**src/rtl/tdc_pkg.sv**
```systemverilog
// -----------------------------------------------------------------------------
// tdc_pkg
// Shared definitions for the TDC measurement path. The thermometer decoders
// and the sequencer both take their bin width from here so that a decoded
// start/stop bin number always has the same width on both sides.
//
// Contents:
//   tdc_seq_state_t     sequencer state encoding (IDLE, ARMED, RUN, DONE)
//   TDC_BITS_DECO       default width of a decoded bin number
//   TDC_COARSE_BITS     default width of the coarse clock-cycle counter
//   TDC_TIMEOUT_CYCLES  default RUN length before a measurement is abandoned
// -----------------------------------------------------------------------------
package tdc_pkg;

  localparam int TDC_BITS_DECO      = 8;
  localparam int TDC_COARSE_BITS    = 16;
  localparam int TDC_TIMEOUT_CYCLES = 4095;

  typedef enum logic [1:0] {
    IDLE  = 2'd0,
    ARMED = 2'd1,
    RUN   = 2'd2,
    DONE  = 2'd3
  } tdc_seq_state_t;

endpackage : tdc_pkg

```
**src/rtl/tdc_coarse_counter.sv**
```systemverilog
// -----------------------------------------------------------------------------
// tdc_coarse_counter
// Coarse clock-cycle counter for one TDC measurement. The count is held
// unless enabled. A clear restarts the count at zero; when clear and enable
// are both high in the same cycle, that cycle is counted as the zeroth, so
// the counter already reads 1 on the following cycle. This makes the count
// in cycle c equal to (c - start cycle) while the sequencer is in RUN.
//
// Ports:
//   clk_i       system clock
//   rst_i       synchronous active-high reset (count -> 0)
//   clear_i     restart the count at zero
//   enable_i    advance the count by one
//   count_o     current count
//   terminal_o  count equals TIMEOUT_CYCLES
// -----------------------------------------------------------------------------
module tdc_coarse_counter #(
  parameter int COUNT_BITS     = 16,
  parameter int TIMEOUT_CYCLES = 4095
) (
  input  logic                  clk_i,
  input  logic                  rst_i,
  input  logic                  clear_i,
  input  logic                  enable_i,
  output logic [COUNT_BITS-1:0] count_o,
  output logic                  terminal_o
);

  localparam logic [COUNT_BITS-1:0] TERMINAL_COUNT = COUNT_BITS'(TIMEOUT_CYCLES);

  logic [COUNT_BITS-1:0] count_q;
  logic [COUNT_BITS-1:0] count_d;
  logic [COUNT_BITS-1:0] count_base;

  // Clear is applied before the increment so clear+enable yields 1.
  always_comb begin
    count_base = clear_i ? '0 : count_q;
    count_d    = enable_i ? (count_base + COUNT_BITS'(1)) : count_base;
  end

  always_ff @(posedge clk_i) begin
    if (rst_i) begin
      count_q <= '0;
    end else begin
      count_q <= count_d;
    end
  end

  assign count_o    = count_q;
  assign terminal_o = (count_q == TERMINAL_COUNT);

endmodule : tdc_coarse_counter

```
**src/rtl/tdc_measure_sequencer.sv**
```systemverilog
// -----------------------------------------------------------------------------
// tdc_measure_sequencer
// Sequences one time-interval measurement: waits for an arm request, detects
// the start edge and then the stop edge from the decoded bin numbers (zero
// means no edge), counts whole clock cycles in between and offers
// {coarse, start bin, stop bin, timeout} as one registered result word with a
// valid/ready handshake. In continuous mode it re-arms after each handshake.
// Start edges that arrive while a result is waiting are counted in a
// saturating missed-hit counter that only reset clears.
//
// Ports:
//   clk_i            system clock
//   rst_i            synchronous active-high reset
//   arm_i            single-cycle request to start a measurement
//   abort_i          cancel any measurement in progress or pending
//   continuous_i     re-arm automatically after each result handshake
//   start_bin_i      decoded start-channel bin, 0 = no edge
//   stop_bin_i       decoded stop-channel bin, 0 = no edge
//   res_valid_o      result word valid
//   res_ready_i      consumer accepts the result
//   res_coarse_o     clock cycles from start edge to stop edge
//   res_start_bin_o  latched start bin
//   res_stop_bin_o   latched stop bin, 0 on timeout
//   res_timeout_o    no stop arrived within TIMEOUT_CYCLES
//   busy_o           sequencer not idle
//   missed_hits_o    saturating count of start edges seen while in DONE
// -----------------------------------------------------------------------------
module tdc_measure_sequencer
  import tdc_pkg::*;
#(
  parameter int BITS_DECO      = TDC_BITS_DECO,
  parameter int COARSE_BITS    = TDC_COARSE_BITS,
  parameter int TIMEOUT_CYCLES = TDC_TIMEOUT_CYCLES
) (
  input  logic                   clk_i,
  input  logic                   rst_i,
  input  logic                   arm_i,
  input  logic                   abort_i,
  input  logic                   continuous_i,
  input  logic [BITS_DECO-1:0]   start_bin_i,
  input  logic [BITS_DECO-1:0]   stop_bin_i,
  output logic                   res_valid_o,
  input  logic                   res_ready_i,
  output logic [COARSE_BITS-1:0] res_coarse_o,
  output logic [BITS_DECO-1:0]   res_start_bin_o,
  output logic [BITS_DECO-1:0]   res_stop_bin_o,
  output logic                   res_timeout_o,
  output logic                   busy_o,
  output logic [7:0]             missed_hits_o
);

  tdc_seq_state_t state_q, state_d;

  logic [COARSE_BITS-1:0] res_coarse_q, res_coarse_d;
  logic [BITS_DECO-1:0]   res_start_bin_q, res_start_bin_d;
  logic [BITS_DECO-1:0]   res_stop_bin_q, res_stop_bin_d;
  logic                   res_timeout_q, res_timeout_d;
  logic [7:0]             missed_hits_q, missed_hits_d;

  logic                   start_hit;
  logic                   stop_hit;
  logic                   counter_clear;
  logic                   counter_enable;
  logic [COARSE_BITS-1:0] coarse_count;
  logic                   coarse_terminal;

  assign start_hit = |start_bin_i;
  assign stop_hit  = |stop_bin_i;

  tdc_coarse_counter #(
    .COUNT_BITS     (COARSE_BITS),
    .TIMEOUT_CYCLES (TIMEOUT_CYCLES)
  ) u_coarse_counter (
    .clk_i      (clk_i),
    .rst_i      (rst_i),
    .clear_i    (counter_clear),
    .enable_i   (counter_enable),
    .count_o    (coarse_count),
    .terminal_o (coarse_terminal)
  );

  // Next-state and result-capture logic. Abort overrides every other input
  // and discards whatever result was being built or waiting.
  always_comb begin
    state_d         = state_q;
    res_coarse_d    = res_coarse_q;
    res_start_bin_d = res_start_bin_q;
    res_stop_bin_d  = res_stop_bin_q;
    res_timeout_d   = res_timeout_q;
    missed_hits_d   = missed_hits_q;
    counter_clear   = 1'b0;
    counter_enable  = 1'b0;

    if (abort_i) begin
      state_d         = IDLE;
      res_coarse_d    = '0;
      res_start_bin_d = '0;
      res_stop_bin_d  = '0;
      res_timeout_d   = 1'b0;
    end else begin
      unique case (state_q)
        IDLE: begin
          if (arm_i) begin
            state_d = ARMED;
          end
        end

        ARMED: begin
          // A lone stop edge has no start to refer to and is dropped.
          if (start_hit) begin
            res_start_bin_d = start_bin_i;
            res_coarse_d    = '0;
            res_timeout_d   = 1'b0;
            if (stop_hit) begin
              res_stop_bin_d = stop_bin_i;
              state_d        = DONE;
            end else begin
              res_stop_bin_d = '0;
              counter_clear  = 1'b1;
              counter_enable = 1'b1;
              state_d        = RUN;
            end
          end
        end

        RUN: begin
          // A stop in the terminal cycle still counts as a real stop.
          if (stop_hit) begin
            res_stop_bin_d = stop_bin_i;
            res_coarse_d   = coarse_count;
            res_timeout_d  = 1'b0;
            state_d        = DONE;
          end else if (coarse_terminal) begin
            res_stop_bin_d = '0;
            res_coarse_d   = coarse_count;
            res_timeout_d  = 1'b1;
            state_d        = DONE;
          end else begin
            counter_enable = 1'b1;
          end
        end

        DONE: begin
          if (start_hit && (missed_hits_q != 8'hFF)) begin
            missed_hits_d = missed_hits_q + 8'd1;
          end
          if (res_ready_i) begin
            state_d = continuous_i ? ARMED : IDLE;
          end
        end

        default: begin
          state_d = IDLE;
        end
      endcase
    end
  end

  always_ff @(posedge clk_i) begin
    if (rst_i) begin
      state_q         <= IDLE;
      res_coarse_q    <= '0;
      res_start_bin_q <= '0;
      res_stop_bin_q  <= '0;
      res_timeout_q   <= 1'b0;
      missed_hits_q   <= 8'd0;
    end else begin
      state_q         <= state_d;
      res_coarse_q    <= res_coarse_d;
      res_start_bin_q <= res_start_bin_d;
      res_stop_bin_q  <= res_stop_bin_d;
      res_timeout_q   <= res_timeout_d;
      missed_hits_q   <= missed_hits_d;
    end
  end

  // Every output comes straight from a register.
  assign res_valid_o     = (state_q == DONE);
  assign busy_o          = (state_q != IDLE);
  assign res_coarse_o    = res_coarse_q;
  assign res_start_bin_o = res_start_bin_q;
  assign res_stop_bin_o  = res_stop_bin_q;
  assign res_timeout_o   = res_timeout_q;
  assign missed_hits_o   = missed_hits_q;

endmodule : tdc_measure_sequencer

```
**config.mk**
```make
export PLATFORM = sky130hd
export DESIGN_NAME = tdc_measure_sequencer
export DESIGN_NICKNAME = d
export VERILOG_FILES = /design/src/rtl/tdc_pkg.sv /design/src/rtl/tdc_coarse_counter.sv /design/src/rtl/tdc_measure_sequencer.sv
export SDC_FILE = /design/constraint.sdc
export NUM_CORES = 1
export LEC_CHECK = 0
export BUFFER_PORTS_ARGS = -buffer_cell sky130_fd_sc_hd__buf_4
export CORE_UTILIZATION = 45
export CTS_CLUSTER_SIZE = 25
export DETAILED_ROUTE_END_ITERATION = 8
export GPL_TIMING_DRIVEN = 0
export PLACE_DENSITY = 0.71
export SETUP_SLACK_MARGIN = 0.15
export SLEW_MARGIN = 20
export SYNTH_ARGS = -nofsm -noshare
export SYNTH_HDL_FRONTEND = slang
export SYNTH_SLANG_ARGS = --single-unit
```
**constraint.sdc**
```tcl
create_clock -name clk_i -period 2.6 [get_ports clk_i]
set_clock_uncertainty 0.1 [all_clocks]
set_input_delay 0.39 -clock clk_i [delete_from_list [all_inputs] [get_ports clk_i]]
set_output_delay 0.39 -clock clk_i [all_outputs]
set_load 0.005 [all_outputs]
```
==> flow_summary.json, run 1 <==
{
  "crit_fanout": 4,
  "antenna_left": 0,
  "ioPinCount": 65,
  "fp.dieH_um": 80.9,
  "synthesis.area_um2": 2800,
  "syn_area_per_cell_um2": 8.89,
  "required_ps": 2770,
  "critical_path_arrival_ps": 2570,
  "h-tree-depth": 3,
  "drcViolationCount": 0,
  "rows": 28,
  "maxCapViolCount": 0,
  "fin_tns_setup_ps": 0,
  "cts_buffers": 9,
  "drive_gt1_share_pct": 32.3,
  "ir_drop_uv": 374,
  "dieWidth_um": 80.9,
  "num_antenna_cells": 0,
  "async_reset_ff_share_pct": 0,
  "ys_top_cells_by_count": "dfxtp_1 (59), a21oi_1 (30), nand2_1 (29), nand3_1 (23), o21ai_0 (17)",
  "grt_pass1_wl_mm": 11.6,
  "coreArea_um2": 5960,
  "overflow": 0,
  "start_util_pct": 47.0,
  "vias_per_cell": 5.66,
  "cts_root_buf": "clkbuf_8",
  "fmax_mhz": 416,
  "grt_pass1_vias": 2473,
  "maxSlewHeadroom_pct": 41.5,
  "clk_path_buf_depth": 2,
  "switching_share_pct": 23.5,
  "status": "finished, final reports clean",
  "combPwrFrac_pct": 7.8,
  "power_switching_mw": 0.458,
  "crit_type": "input pin to register",
  "final-max-slew-violation-count": 0,
  "sequentialPowerShare_pct": 46.9,
  "period_share_pct": 92.4,
  "grt_usage_pct": 23.5,
  "drt_pass1_iterations": 4,
  "clockPowerShare_pct": 45.3,
  "tightest_slew_ps": 872,
  "endpoint_kind": "register",
  "vias": 2724,
  "final_net_count": 430,
  "syn-num-nets": 344,
  "rsz0062_at_grt": "true",
  "synth_top_area_cell": "dfxtp_1",
  "drt_iter0_markers": 107,
  "cellInternalPower_mw": 1.49,
  "ys.flop_type": "dfxtp_1",
  "yosysUniqueCellTypes": 56,
  "fillers": 531,
  "die-area_um2": 6540,
  "clk_pin_slew_ps": 70,
  "port_buffers": 64,
  "final_area_um2": 3770,
  "antenna_found_initial": 0,
  "post-dp-hpwl_mm": 5.03,
  "hold_class": "input pin to register",
  "hold_viol": 0,
  "synth_cells": 315,
  "setup_viol": 0,
  "synth_edf_count": 0,
  "wl_mm": 7.31,
  "synth_area_leaders": "dfxtp_1 (42%), a21oi_1 (5.4%), a22o_1 (5.0%), nand3_1 (4.1%), nand2_1 (3.9%)",
  "grt_max_degree": 11,
  "ys_seq_area_share_pct": 42.2,
  "fin_crit_ps": 2400,
  "hold_buffers": 0,
  "cts_tree": "yes",
  "synth_most_common_cell": "dfxtp_1",
  "clock-sinks": 59,
  "ys_seq_elements": 59,
  "clk_latency_ps": 340,
  "power_mw": 1.95,
  "gp_congestion": 0.874,
  "startpoint_type": "input pin",
  "synth_top_area_share_pct": 42.2,
  "area_growth_pct": 34.7,
  "p_leak_nw": 1.46,
  "place_area_um2": 3410,
  "synth_warnings": 0,
  "p_per_area_nw_per_um2": 517,
  "routedWlPerCell_um": 15.2
}
==> area by class of cell <==
type	instances	area (µm²)	share of cell area, %
Buffer	14	91.3	2.42
Clock buffer	12	165	4.38
Clock inverter	4	47.5	1.26
Inverter	12	45.0	1.19
Multi-Input combinational cell	230	1580	42.0
Sequential cell	59	1180	31.4
Tap cell	75	93.8	2.49
Timing Repair Buffer	75	563	14.9
==> kinds of logic (layout without fill, tap and decap cells) <==
| group | after synthesis | after routing | share of synthesized area (%) |
|---|---|---|---|
| and+or+nand+nor | 120 | 120 | 24.4 |
| AOI/OAI and AO/OA | 91 | 91 | 21.6 |
| DFF | 59 | 59 | 42.2 |
| buffers and inverters | 26 | 117 | 4.87 |
| xor gates and xnor gates | 9 | 9 | 2.82 |
| adders and majority gates | 7 | 7 | 3.13 |
| muxes | 3 | 3 | 1.07 |
==> per-stage QoR <==
| stage | hold slack [ps] | util [%] | worst slack (ps) | std cells |
|---|---|---|---|---|
| after detailed placement | 351 | 57.2 | -348 | 454 |
| final | 220 | 63.3 | 197 | 481 |
| after CTS | 208 | 61.6 | 167 | 474 |
| after global routing | 219 | 63.3 | 119 | 481 |
| after global placement | 344 | 57.2 | -265 | 454 |
| after floorplan | 353 | - | 163 | 315 |
==> metal layers <==
metal	global-route usage (%)	vias up	share of wire [%]
met5	0	-	0
met4	12.7	0	3.0
met3	5.73	17	5.0
met2	36.6	84	46
met1	29.8	1278	46
li1	-	1345	-
==> worst paths after layout <==
path	start	to	cells after the start	slack, ps
worst min-delay path	start_bin_i[5]	res_start_bin_o[5]$_SDFFE_PP0P_	3	220
worst min register to register	res_start_bin_o[7]$_SDFFE_PP0P_	res_start_bin_o[7]$_SDFFE_PP0P_	2	360
worst max-delay path	start_bin_i[6]	u_coarse_counter.count_o[14]$_SDFF_PP0_	11	200
worst max register to register	state_q[1]$_SDFFE_PP0P_	u_coarse_counter.count_o[14]$_SDFF_PP0_	12	220
==> sequential cells by signal (all words and copies together) (netlist names) <==
register                  flops
u_coarse_counter.count_o     16
res_coarse_o                 16
res_timeout_o                 1
missed_hits_o                 8
res_stop_bin_o                8
state_q                       2
res_start_bin_o               8
==> power groups by stage <==
stage,Clock (mW),Combinational [mW],Sequential [mW]
after CTS,0.902,0.143,0.914
after global placement,0,0.136,0.934
after global routing,0.939,0.165,0.915
final,0.883,0.151,0.915
after floorplan,0,0.0699,0.934
after detailed placement,0,0.138,0.935
==> cells in the final DEF, fill, tap and decap left out, types with 7 or more instances in the layout <==
cell / instances
xor2_1: 7
dfxtp_1: 58
a21oi_1: 29
nand2_1: 28
clkbuf_8: 12
nand4_1: 11
nor2_1: 15
buf_4: 76
nand3_1: 23
a22o_1: 16
inv_1: 10
o21ai_0: 16
==> repair_timing <==
item | CTS | global route
resized for setup | 5 | 12
cloned | 0 | 0
setup endpoints to repair | 4 | 18
pin swaps | 0 | 3
buffers inserted | 4 | 7
==> critical path, cell delays in order <==
cell and delay, ps:
buf_4 120, nor4_4 390, a21o_4 200, buf_6 100
nor2_2 40, nor2b_1 140, ha_2 220, nand2_2 60
or3_4 330, or4_4 430, a21oi_2 150
No activity file was read; power rests on OpenSTA's default activity.
==> run 2, diff against run 1 <==
Settings changed: ABC_AREA from default to 1, ABC_CLOCK_PERIOD_IN_PS from default to 2600, PLACE_DENSITY 0.71 to 0.7, SYNTH_HIERARCHICAL from default to 1.
==> flow_summary.json, run 2 <==
{
  "clock-sinks": 59,
  "maxSlewHeadroom_pct": 67.3,
  "final-max-slew-violation-count": 0,
  "final_area_um2": 4120,
  "crit_type": "register to register",
  "cp_slowest_cell": "dfxtp_2",
  "period_share_pct": 89.5,
  "async_reset_ff_share_pct": 0,
  "clk_pin_slew_ps": 60,
  "p_per_area_nw_per_um2": 516,
  "crit_buf_inv": 4,
  "synth_cells": 492,
  "fillers": 661,
  "overflow": 0,
  "grt_usage_pct": 22.2,
  "rsz0062_at_grt": "false",
  "fin_crit_ps": 2330,
  "crit_fanout": 9,
  "ir_drop_uv": 351,
  "gp_congestion": 0.868,
  "cpPeakStageDelay_ps": 350,
  "post-dp-hpwl_mm": 5.65,
  "endpoint_kind": "register",
  "layout_commonest_cell": "nand2_1",
  "drt_iter0_markers": 162,
  "critical_path_arrival_ps": 2460,
  "hold_buffers": 0,
  "num_antenna_cells": 0,
  "final_net_count": 597,
  "clk_latency_ps": 340,
  "cts_buffers": 9,
  "path_cells": "inv_2 -> ha_4 -> buf_6 -> inv_1 -> or2_2 -> a21oi_4 -> nand3_2 -> nor2_4 -> nand3_2 -> inv_1 -> nand3_1 -> nand2_1 -> nor2_1",
  "h-tree-depth": 3,
  "fp.dieH_um": 86.3,
  "place_area_um2": 3800,
  "antenna_found_initial": 0,
  "synth_top_area_share_pct": 36.9,
  "synth_edf_count": 0,
  "crit_family": "simple AND/OR/NAND/NOR gates",
  "coreArea_um2": 6830,
  "maxCapViolCount": 0,
  "p_leak_nw": 1.94,
  "ioPinCount": 65,
  "status": "finished, final reports clean",
  "setup_viol": 0,
  "routedWlPerCell_um": 11.6,
  "yosysUniqueCellTypes": 31,
  "synth_area_leaders": "dfxtp_1 (37%), nand2_1 (16%), nor2_1 (12%), inv_1 (8.8%), a21oi_1 (2.8%)",
  "area_growth_pct": 28.8,
  "cts_root_buf": "clkbuf_8",
  "vias_per_cell": 4.74,
  "grt_max_degree": 11,
  "start_util_pct": 46.8,
  "ys_seq_elements": 59,
  "rows": 30,
  "layout_common_cells": "nand2_1 (130), nor2_1 (98), inv_1 (72)",
  "drcViolationCount": 0,
  "hold_viol": 0,
  "synth_warnings": 6,
  "ys_seq_area_share_pct": 36.9,
  "drt_pass1_iterations": 5,
  "required_ps": 2730,
  "grt_pass1_vias": 2936,
  "ys.flop_type": "dfxtp_1",
  "dieWidth_um": 86.3,
  "synth_top_area_cell": "dfxtp_1",
  "syn-num-nets": 521,
  "die-area_um2": 7450,
  "port_buffers": 64,
  "vias": 3172,
  "hold_class": "input pin to register",
  "cts_tree": "yes",
  "synth_most_common_cell": "nand2_1",
  "wl_mm": 7.78,
  "clk_path_buf_depth": 2,
  "antenna_left": 0,
  "startpoint_type": "register",
  "synthesis.area_um2": 3200,
  "grt_pass1_wl_mm": 13.0,
  "tightest_slew_ps": 490,
  "whs_ps": 149,
  "fmax_mhz": 430,
  "syn_area_per_cell_um2": 6.51,
  "ys_top_cells_by_count": "nand2_1 (133), nor2_1 (103), inv_1 (75), dfxtp_1 (59), a21oi_1 (18)",
  "drive_gt1_share_pct": 23.4
}
[run 2: cell count changes after synthesis, moves of 5 or more]
cell | previous run | this run
and3_1 | 6 | 0
inv_1 | 12 | 75
o31ai_1 | 6 | 0
a21oi_1 | 30 | 18
nor2_2 | 2 | 7
a22o_1 | 16 | 0
nand2_1 | 29 | 133
nand3_1 | 23 | 16
nor2_1 | 15 | 103
[run 2: cell type report]
| type | count | area (µm²) | area share, % |
|---|---|---|---|
| buffer | 14 | 116 | 2.82 |
| clock buffer | 10 | 128 | 3.10 |
| clock inverter | 6 | 80.1 | 1.94 |
| inverter | 78 | 298 | 7.22 |
| multi-input combinational | 341 | 1710 | 41.4 |
| sequential | 59 | 1190 | 28.8 |
| tap | 96 | 120 | 2.91 |
| timing repair buffer | 65 | 488 | 11.8 |
[run 2: timing repair]
item	4_1_cts	5_1_grt
pin swaps	0	4
gates resized for setup	10	19
buffers inserted	0	1
setup endpoints to repair	15	11
[run 2: worst register-to-register path, stage by stage (launching register included)]
cell and delay [ps]:
dfxtp_2 350, inv_2 80, ha_4 270, buf_6 120, inv_1 50, or2_2 290
a21oi_4 210, nand3_2 140, nor2_4 210, nand3_2 150, inv_1 110, nand3_1 60
nand2_1 60, nor2_1 30
[run 2: report_power, final]
group	switching, mW	internal (mW)
clock network	0.364	0.533
registers	0.0147	0.930
logic	0.153	0.131
total	0.531	1.59
[run 2: through the flow]
stage	setup TNS [ps]	utilization [%]	setup WS (ps)	power, mW	std cells
6_report	0	60.3	272	2.13	669
5_1_grt	0	60.3	132	2.24	669
4_1_cts	0	59.3	154	2.14	668
3_5_place_dp	-1740	55.7	-343	1.24	652
3_3_place_gp	-1180	55.7	-298	1.23	652
2_1_floorplan	0	-	221	1.13	492
[run 2: cell families (layout without fill, tap and decap cells)]
group / Yosys count / in the layout / share of synthesized area (%)
buffers and inverters: 92 / 173 / 12.6
xor gates and xnor gates: 4 / 4 / 1.09
adders and majority gates: 7 / 7 / 2.74
AOI/OAI and AO/OA: 35 / 35 / 5.59
DFF: 59 / 59 / 36.9
and+or+nand+nor: 295 / 295 / 41.1
[run 2: final timing paths]
path | startpoint | to | slack [ps] | cells past startpoint
min reg2reg | res_start_bin_o[0]$_SDFFE_PP0P_ | res_start_bin_o[0]$_SDFFE_PP0P_ | 370 | 2
max reg2reg | state_q[1]$_SDFFE_PP0P_ | u_coarse_counter/count_o[15]$_SDFF_PP0_ | 270 | 13
max | state_q[1]$_SDFFE_PP0P_ | u_coarse_counter/count_o[15]$_SDFF_PP0_ | 270 | 13
min | rst_i | u_coarse_counter/count_o[6]$_SDFF_PP0_ | 150 | 2
[run 2: layer usage]
layer  share of wire [%]  GRT usage [%]
met1                  46           28.2
met2                  47           37.5
met3                 5.8           5.43
met4                 1.1           6.52
met5                   0              0
